<file path="src/rtl/rng_sop_reader_pkg.sv">
// Shared constants and types for the RNG secure-output-port reader.
package rng_sop_reader_pkg;
  localparam int SOP_WIDTH = 128;
  localparam int SOP_WORDS = 4;
  localparam int WORD_W    = SOP_WIDTH / SOP_WORDS;

  typedef enum logic [1:0] {
    SOP_IDLE       = 2'd0,
    SOP_WAIT_VALID = 2'd1,
    SOP_WAIT_DROP  = 2'd2
  } sop_state_e;

  typedef logic [SOP_WIDTH-1:0]              sop_blk_t;
  typedef logic [SOP_WORDS-1:0][WORD_W-1:0]  sop_words_t;
endpackage

</file>
<file path="src/rtl/rng_sop_reader_if.sv">
// SOP block handshake plus the downstream 32-bit word stream.
interface rng_sop_reader_if;
  import rng_sop_reader_pkg::*;

  logic              sop_valid;
  sop_blk_t          sop_data;
  logic              rd_sop;
  logic              out_valid;
  logic              out_ready;
  logic [WORD_W-1:0] out_data;

  modport master (input  sop_valid, sop_data, out_ready,
                  output rd_sop, out_valid, out_data);
  modport slave  (output sop_valid, sop_data, out_ready,
                  input  rd_sop, out_valid, out_data);
endinterface

</file>
<file path="src/rtl/rng_sop_fifo.sv">
// 128-bit x DEPTH synchronous FIFO; pointers carry one wrap bit so level is a plain difference.
module rng_sop_fifo
  import rng_sop_reader_pkg::*;
#(
  parameter int DEPTH = 2,
  parameter int LVL_W = 2
) (
  input  logic             clk,
  input  logic             rst_n,
  input  logic             i_flush,
  input  logic             i_push,
  input  sop_blk_t         i_data,
  input  logic             i_pop,
  output sop_blk_t         o_head,
  output logic             o_empty,
  output logic             o_full,
  output logic [LVL_W-1:0] o_level
);
  localparam int AW = (DEPTH > 1) ? $clog2(DEPTH) : 1;

  sop_blk_t         r_mem [DEPTH];
  logic [LVL_W-1:0] r_wp, r_rp;
  logic             w_push, w_pop;

  assign w_push  = i_push && !o_full && !i_flush;
  assign w_pop   = i_pop && !o_empty && !i_flush;
  assign o_level = r_wp - r_rp;
  assign o_empty = (r_wp == r_rp);
  assign o_full  = (o_level == LVL_W'(DEPTH));
  assign o_head  = r_mem[r_rp[AW-1:0]];

  always_ff @(posedge clk or negedge rst_n) begin
    if (!rst_n) begin
      r_wp <= '0;
      r_rp <= '0;
    end else if (i_flush) begin
      r_wp <= '0;
      r_rp <= '0;
    end else begin
      if (w_push) r_wp <= r_wp + 1'b1;
      if (w_pop)  r_rp <= r_rp + 1'b1;
    end
  end

  always_ff @(posedge clk) begin
    if (w_push) r_mem[r_wp[AW-1:0]] <= i_data;
  end
endmodule

</file>
<file path="src/rtl/rng_sop_reader.sv">
// Fetch FSM, timeout, repeated-block check and 128->32 unpacker in front of rng_sop_fifo.
module rng_sop_reader
  import rng_sop_reader_pkg::*;
#(
  parameter int DEPTH   = 2,
  parameter int LVL_W   = 2,
  parameter int TO_W    = 16,
  parameter int TIMEOUT = 40000
) (
  input  logic                 rng_clk,
  input  logic                 rst_n,
  input  logic                 enable,
  input  logic                 rng_sw_reset,
  input  logic                 err_clr,
  rng_sop_reader_if.master     bus,
  output logic [LVL_W-1:0]     fifo_level,
  output logic                 dup_err,
  output logic                 timeout_err
);
  localparam int IDX_W = $clog2(SOP_WORDS);

  sop_state_e       r_state, w_state_nxt;
  logic [TO_W-1:0]  r_cnt;
  sop_blk_t         r_prev;
  logic             r_prev_vld;
  logic             r_rd_sop, r_dup_err, r_to_err;
  logic [IDX_W-1:0] r_idx;

  logic       w_cap, w_dup, w_push, w_to, w_xfer, w_pop, w_cnt_end;
  logic       w_empty, w_full;
  sop_blk_t   w_head;
  sop_words_t w_words;

  // A capture coinciding with the soft reset is discarded outright.
  assign w_cap     = (r_state == SOP_WAIT_VALID) && bus.sop_valid && !rng_sw_reset;
  assign w_dup     = w_cap && r_prev_vld && (bus.sop_data == r_prev);
  assign w_push    = w_cap && !w_dup;
  assign w_cnt_end = (r_cnt == TO_W'(TIMEOUT - 1));
  assign w_to      = (r_state == SOP_WAIT_VALID) && !bus.sop_valid && w_cnt_end && !rng_sw_reset;
  assign w_xfer    = bus.out_valid && bus.out_ready;
  assign w_pop     = w_xfer && (r_idx == IDX_W'(SOP_WORDS - 1));

  rng_sop_fifo #(.DEPTH(DEPTH), .LVL_W(LVL_W)) u_fifo (
    .clk     (rng_clk),
    .rst_n   (rst_n),
    .i_flush (rng_sw_reset),
    .i_push  (w_push),
    .i_data  (bus.sop_data),
    .i_pop   (w_pop),
    .o_head  (w_head),
    .o_empty (w_empty),
    .o_full  (w_full),
    .o_level (fifo_level)
  );

  assign w_words       = w_head;
  assign bus.out_valid = !w_empty;
  assign bus.out_data  = w_empty ? '0 : w_words[r_idx];
  assign bus.rd_sop    = r_rd_sop;
  assign dup_err       = r_dup_err;
  assign timeout_err   = r_to_err;

  always_comb begin
    w_state_nxt = r_state;
    unique case (r_state)
      SOP_IDLE:
        if (enable && !w_full && !r_dup_err && !r_to_err) w_state_nxt = SOP_WAIT_VALID;
      SOP_WAIT_VALID:
        if (bus.sop_valid)  w_state_nxt = SOP_WAIT_DROP;
        else if (w_cnt_end) w_state_nxt = SOP_IDLE;
      SOP_WAIT_DROP:
        // Wait for the RNG to drop valid so the same block is never read twice.
        if (!bus.sop_valid) w_state_nxt = SOP_IDLE;
      default: w_state_nxt = SOP_IDLE;
    endcase
    if (rng_sw_reset) w_state_nxt = SOP_IDLE;
  end

  always_ff @(posedge rng_clk or negedge rst_n) begin
    if (!rst_n) begin
      r_state    <= SOP_IDLE;
      r_cnt      <= '0;
      r_prev     <= '0;
      r_prev_vld <= 1'b0;
      r_rd_sop   <= 1'b0;
      r_idx      <= '0;
    end else begin
      r_state  <= w_state_nxt;
      r_rd_sop <= w_cap;
      if (r_state == SOP_WAIT_VALID && w_state_nxt == SOP_WAIT_VALID) r_cnt <= r_cnt + 1'b1;
      else                                                            r_cnt <= '0;
      if (rng_sw_reset) begin
        r_prev_vld <= 1'b0;
        r_idx      <= '0;
      end else begin
        if (w_push) begin
          r_prev     <= bus.sop_data;
          r_prev_vld <= 1'b1;
        end
        if (w_xfer) r_idx <= r_idx + 1'b1;
      end
    end
  end

  // Sticky errors: a new error in the clear cycle takes precedence.
  always_ff @(posedge rng_clk or negedge rst_n) begin
    if (!rst_n) begin
      r_dup_err <= 1'b0;
      r_to_err  <= 1'b0;
    end else begin
      if (err_clr) begin
        r_dup_err <= 1'b0;
        r_to_err  <= 1'b0;
      end
      if (w_dup) r_dup_err <= 1'b1;
      if (w_to)  r_to_err  <= 1'b1;
    end
  end
endmodule

</file>
<file path="src/flat_wrapper.sv">
// flat-port wrapper written by rule: the top's interface ports become plain ports
module rng_sop_reader_flat import rng_sop_reader_pkg::*;
#(
  parameter int DEPTH   = 2,
  parameter int LVL_W   = 2,
  parameter int TO_W    = 16,
  parameter int TIMEOUT = 40000
)
  (rng_clk, rst_n, enable, rng_sw_reset, err_clr, fifo_level, dup_err, timeout_err, bus_sop_valid, bus_sop_data, bus_out_ready, bus_rd_sop, bus_out_valid, bus_out_data);
  rng_sop_reader_if bus_i ();
  input  logic rng_clk;
  input  logic rst_n;
  input  logic enable;
  input  logic rng_sw_reset;
  input  logic err_clr;
  output logic [LVL_W-1:0] fifo_level;
  output logic dup_err;
  output logic timeout_err;
  input wire logic [$bits(bus_i.sop_valid)-1:0] bus_sop_valid;
  input wire logic [$bits(bus_i.sop_data)-1:0] bus_sop_data;
  input wire logic [$bits(bus_i.out_ready)-1:0] bus_out_ready;
  output wire logic [$bits(bus_i.rd_sop)-1:0] bus_rd_sop;
  output wire logic [$bits(bus_i.out_valid)-1:0] bus_out_valid;
  output wire logic [$bits(bus_i.out_data)-1:0] bus_out_data;
  assign bus_i.sop_valid = bus_sop_valid;
  assign bus_i.sop_data = bus_sop_data;
  assign bus_i.out_ready = bus_out_ready;
  assign bus_rd_sop = bus_i.rd_sop;
  assign bus_out_valid = bus_i.out_valid;
  assign bus_out_data = bus_i.out_data;
  rng_sop_reader #(.DEPTH(DEPTH), .LVL_W(LVL_W), .TO_W(TO_W), .TIMEOUT(TIMEOUT)) u_core (.rng_clk(rng_clk), .rst_n(rst_n), .enable(enable), .rng_sw_reset(rng_sw_reset), .err_clr(err_clr), .bus(bus_i), .fifo_level(fifo_level), .dup_err(dup_err), .timeout_err(timeout_err));
endmodule
</file>
<file path="config.mk">
export PLATFORM = sky130hd
export DESIGN_NAME = rng_sop_reader_flat
export DESIGN_NICKNAME = d
export VERILOG_FILES = /design/src/rtl/rng_sop_reader_pkg.sv /design/src/rtl/rng_sop_reader_if.sv /design/src/rtl/rng_sop_fifo.sv /design/src/rtl/rng_sop_reader.sv /design/src/flat_wrapper.sv
export SDC_FILE = /design/constraint.sdc
export NUM_CORES = 1
export LEC_CHECK = 0
export CAP_MARGIN = 20
export CORE_ASPECT_RATIO = 1.2
export CORE_MARGIN = 2
export CORE_UTILIZATION = 25
export CTS_CLUSTER_DIAMETER = 80
export DETAILED_ROUTE_END_ITERATION = 12
export GPL_TIMING_DRIVEN = 0
export HOLD_SLACK_MARGIN = 0.05
export SLEW_MARGIN = 25
export SYNTH_ARGS = -nofsm -noshare
export SYNTH_HDL_FRONTEND = slang
export SYNTH_SLANG_ARGS = --single-unit
</file>
<file path="constraint.sdc">
create_clock -name rng_clk -period 27.2 [get_ports rng_clk]
set_clock_uncertainty 0.05 [all_clocks]
set_input_delay 5.44 -clock rng_clk [delete_from_list [all_inputs] [get_ports rng_clk]]
set_output_delay 5.44 -clock rng_clk [all_outputs]
set_load 0.01 [all_outputs]
</file>
==> flow_metrics.tcl <==
set metrics [dict create \
    outcome "finished, final reports clean" \
    cts_setup_buffers 0 \
    cts.sinks 412 \
    io_pins 173 \
    synth.net_count 1180 \
    grt_usage 0.1448 \
    final_common_cell "edfxtp_1" \
    path_clk_slew_ps 60 \
    clockBufferDepth 3 \
    cts_resized 0 \
    ant_nets 0 \
    insertion_delay_ps 580 \
    crit_path_end "bus_out_data[21]" \
    cts_buffers 47 \
    post-dp-hpwl_microns 39780 \
    cp-end-kind "primary output" \
    highest_layer "met5" \
    r2r_slack_ps 23090 \
    coreArea_sq_um 70960 \
    drc 0 \
    clockRootBuffer "clkbuf_16" \
    first_global_vias 10780 \
    cap_violations 0 \
    r2r_start "u_core.r_prev[80]" \
    finalCritPeriodShare 0.3390 \
    power.leakage_nw 7.976 \
    met3_length_microns 4167 \
    via_count 10030 \
    max_slew_margin 0.3078 \
    vdd_drop_max_mv 0.04415 \
    synth_edf_count 256 \
    grt_start_max_net_pins 86 \
    worstMarginPinSlew_ps 1038 \
    die_area_sq_um 73760 \
    overflow 0 \
    path_class "flop to primary output" \
    mappedNetlistArea_sq_um 17900 \
    postRouteWirelength_microns 53690 \
    hold_buffers 0 \
    post_drt_wl_per_cell_microns 23.86 \
    wl_met1_microns 21960 \
    die_w_microns 248.3 \
    dp.cells 2157 \
    hp-class "flop to flop" \
    antenna_found_initial 14 \
    syn_inst 1042 \
    fmax_ghz 0.1085 \
    routabilityCongestion 0.8568 \
    fin_cells 2250 \
    powerDensity_nw_per_um2 74.93 \
    crit_start "u_core.r_idx[0]" \
    postSynth.asyncResetShare 0.3786 \
    nNetsFinal 1418 \
    drt_iter0_drc 682 \
    rsz0062_at_grt "false" \
    portBuffers 171 \
    place_ws_ps 17390 \
    die_h_microns 297.1 \
    reg2reg_to "u_core.u_fifo.r_mem[1][127]" \
    setup_violations 0 \
    synthToLayoutAreaGrowth_pct 26.38 \
    rows 107 \
    hold_viol 0 \
    min_period_ps 9220 \
    grt_pass1_wl_microns 76250 \
    synthFlopType "edfxtp_1" \
    ys_seq_elements 412 \
    required_ps 21710 \
    start_util 0.2522 \
    setup_ws_ps 17980 \
    syn_area_per_cell_sq_um 17.18 \
    crit_path_start_kind "flop" \
    viasPerCell 4.458 \
    seq_area_frac_synth 0.6476 \
    r2r_cells 12 \
    final_cell_mix "256 x edfxtp_1, 170 x clkdlybuf4s50_1, 156 x dfrtp_1, 120 x mux2_4, 81 x xnor2_1" \
    final_max_slew_viol_count 0 \
    cp_max_fo 10 \
    hp-start "u_core.r_cnt[0]" \
    arrival_ps 3730 \
    fin_setup_tns_ps 0 \
    cts_tree "done" \
    htree_num_levels 2 \
    yosysUniqueCellTypes 40 \
    ys_warn_count 0 \
    dr.pass1.iters 5 \
    drive_gt1_frac 0.2320 \
    wl_met2_microns 26270 \
]
critical path: stages, from the launching register on:
cell and delay (ps):
dfrtp_1 370, clkbuf_1 660, clkbuf_1 770, mux4_2 350
mux2i_1 70, nor2_1 340, clkdlybuf4s50_1 610
cells in the mapped netlist (11+ instances only):
library cell  instances  area share
xor2_1               17      0.0083
edfxtp_1            256        0.43
clkbuf_1             13      0.0027
nand2_1              11      0.0023
buf_1                11      0.0023
inv_1                33      0.0069
xnor2_1              81       0.040
nand2b_1             30       0.010
nor2_1               58       0.012
dfrtp_1             156        0.22
buf_6                14      0.0088
nand3_1              13      0.0036
nor2b_1              34       0.012
a2111o_1             11      0.0069
nand4_1              24      0.0084
mux4_2               64       0.081
mux2i_1              32       0.018
mux2_4              120        0.10
final cells by class:
type	instances	area [sq um]
Sequential cell	412	11590
Inverter	33	131.4
Antenna cell	5	12.51
Fill cell	6954	48340
Timing Repair Buffer	189	1899
Clock inverter	29	325.3
Tap cell	926	1159
Buffer	38	257.7
Clock buffer	59	1303
Multi-Input combinational cell	559	5941
worst min-delay path by stage:
stage	endpoint	slack, ps	cells after the start
floorplan	u_core.r_cnt[0]	400	1
global placement	u_core.r_cnt[0]	420	1
detailed placement	u_core.r_cnt[0]	440	1
CTS	u_core.r_cnt[0]	440	1
global route	u_core.r_prev[31]	480	1
finish	u_core.r_cnt[0]	450	1
layer usage:
metal,global-route usage,vias up
met5,0,-
met4,0.03642,26
met3,0.04466,80
met2,0.2406,268
met1,0.1822,5235
li1,-,4421
cell families after synthesis:
logic type	after synthesis	synth area share
simple gates	197	0.05921
compound gates	37	0.01825
flops	412	0.6476
mux	224	0.2041
xor+xnor	98	0.04796
fa+ha+maj	3	0.002097
buf+inv	71	0.02076
through the flow:
stage | hold slack [ps] | util | total power [mW] | cell area (sq um)
after floorplan | 397.9 | - | 0.9487 | 17900
after global placement | 423.3 | 0.2927 | 1.039 | 20770
after detailed placement | 436.8 | 0.2957 | 1.045 | 20980
after CTS | 445.0 | 0.3186 | 1.708 | 22610
after global routing | 479.1 | 0.3186 | 1.753 | 22610
final | 449.4 | 0.3188 | 1.695 | 22620
power breakdown:
group / switching (mW) / internal [mW] / total [mW]
clock: 0.262 / 0.398 / 0.660
combinational: 0.101 / 0.150 / 0.251
sequential: 0.0487 / 0.736 / 0.784
total: 0.412 / 1.28 / 1.69
sequential cells by signal (all words and copies together) (netlist names):
signal               cells
u_core.r_idx             2
u_core.r_prev          128
u_core.r_cnt            16
u_core.u_fifo.r_wp       2
u_core.u_fifo.r_rp       2
u_core.timeout_err       1
u_core.r_state           2
u_core.u_fifo.r_mem    256
u_core.dup_err           1
u_core.bus.rd_sop        1
u_core.r_prev_vld        1
(Power assumes the default switching activity.)
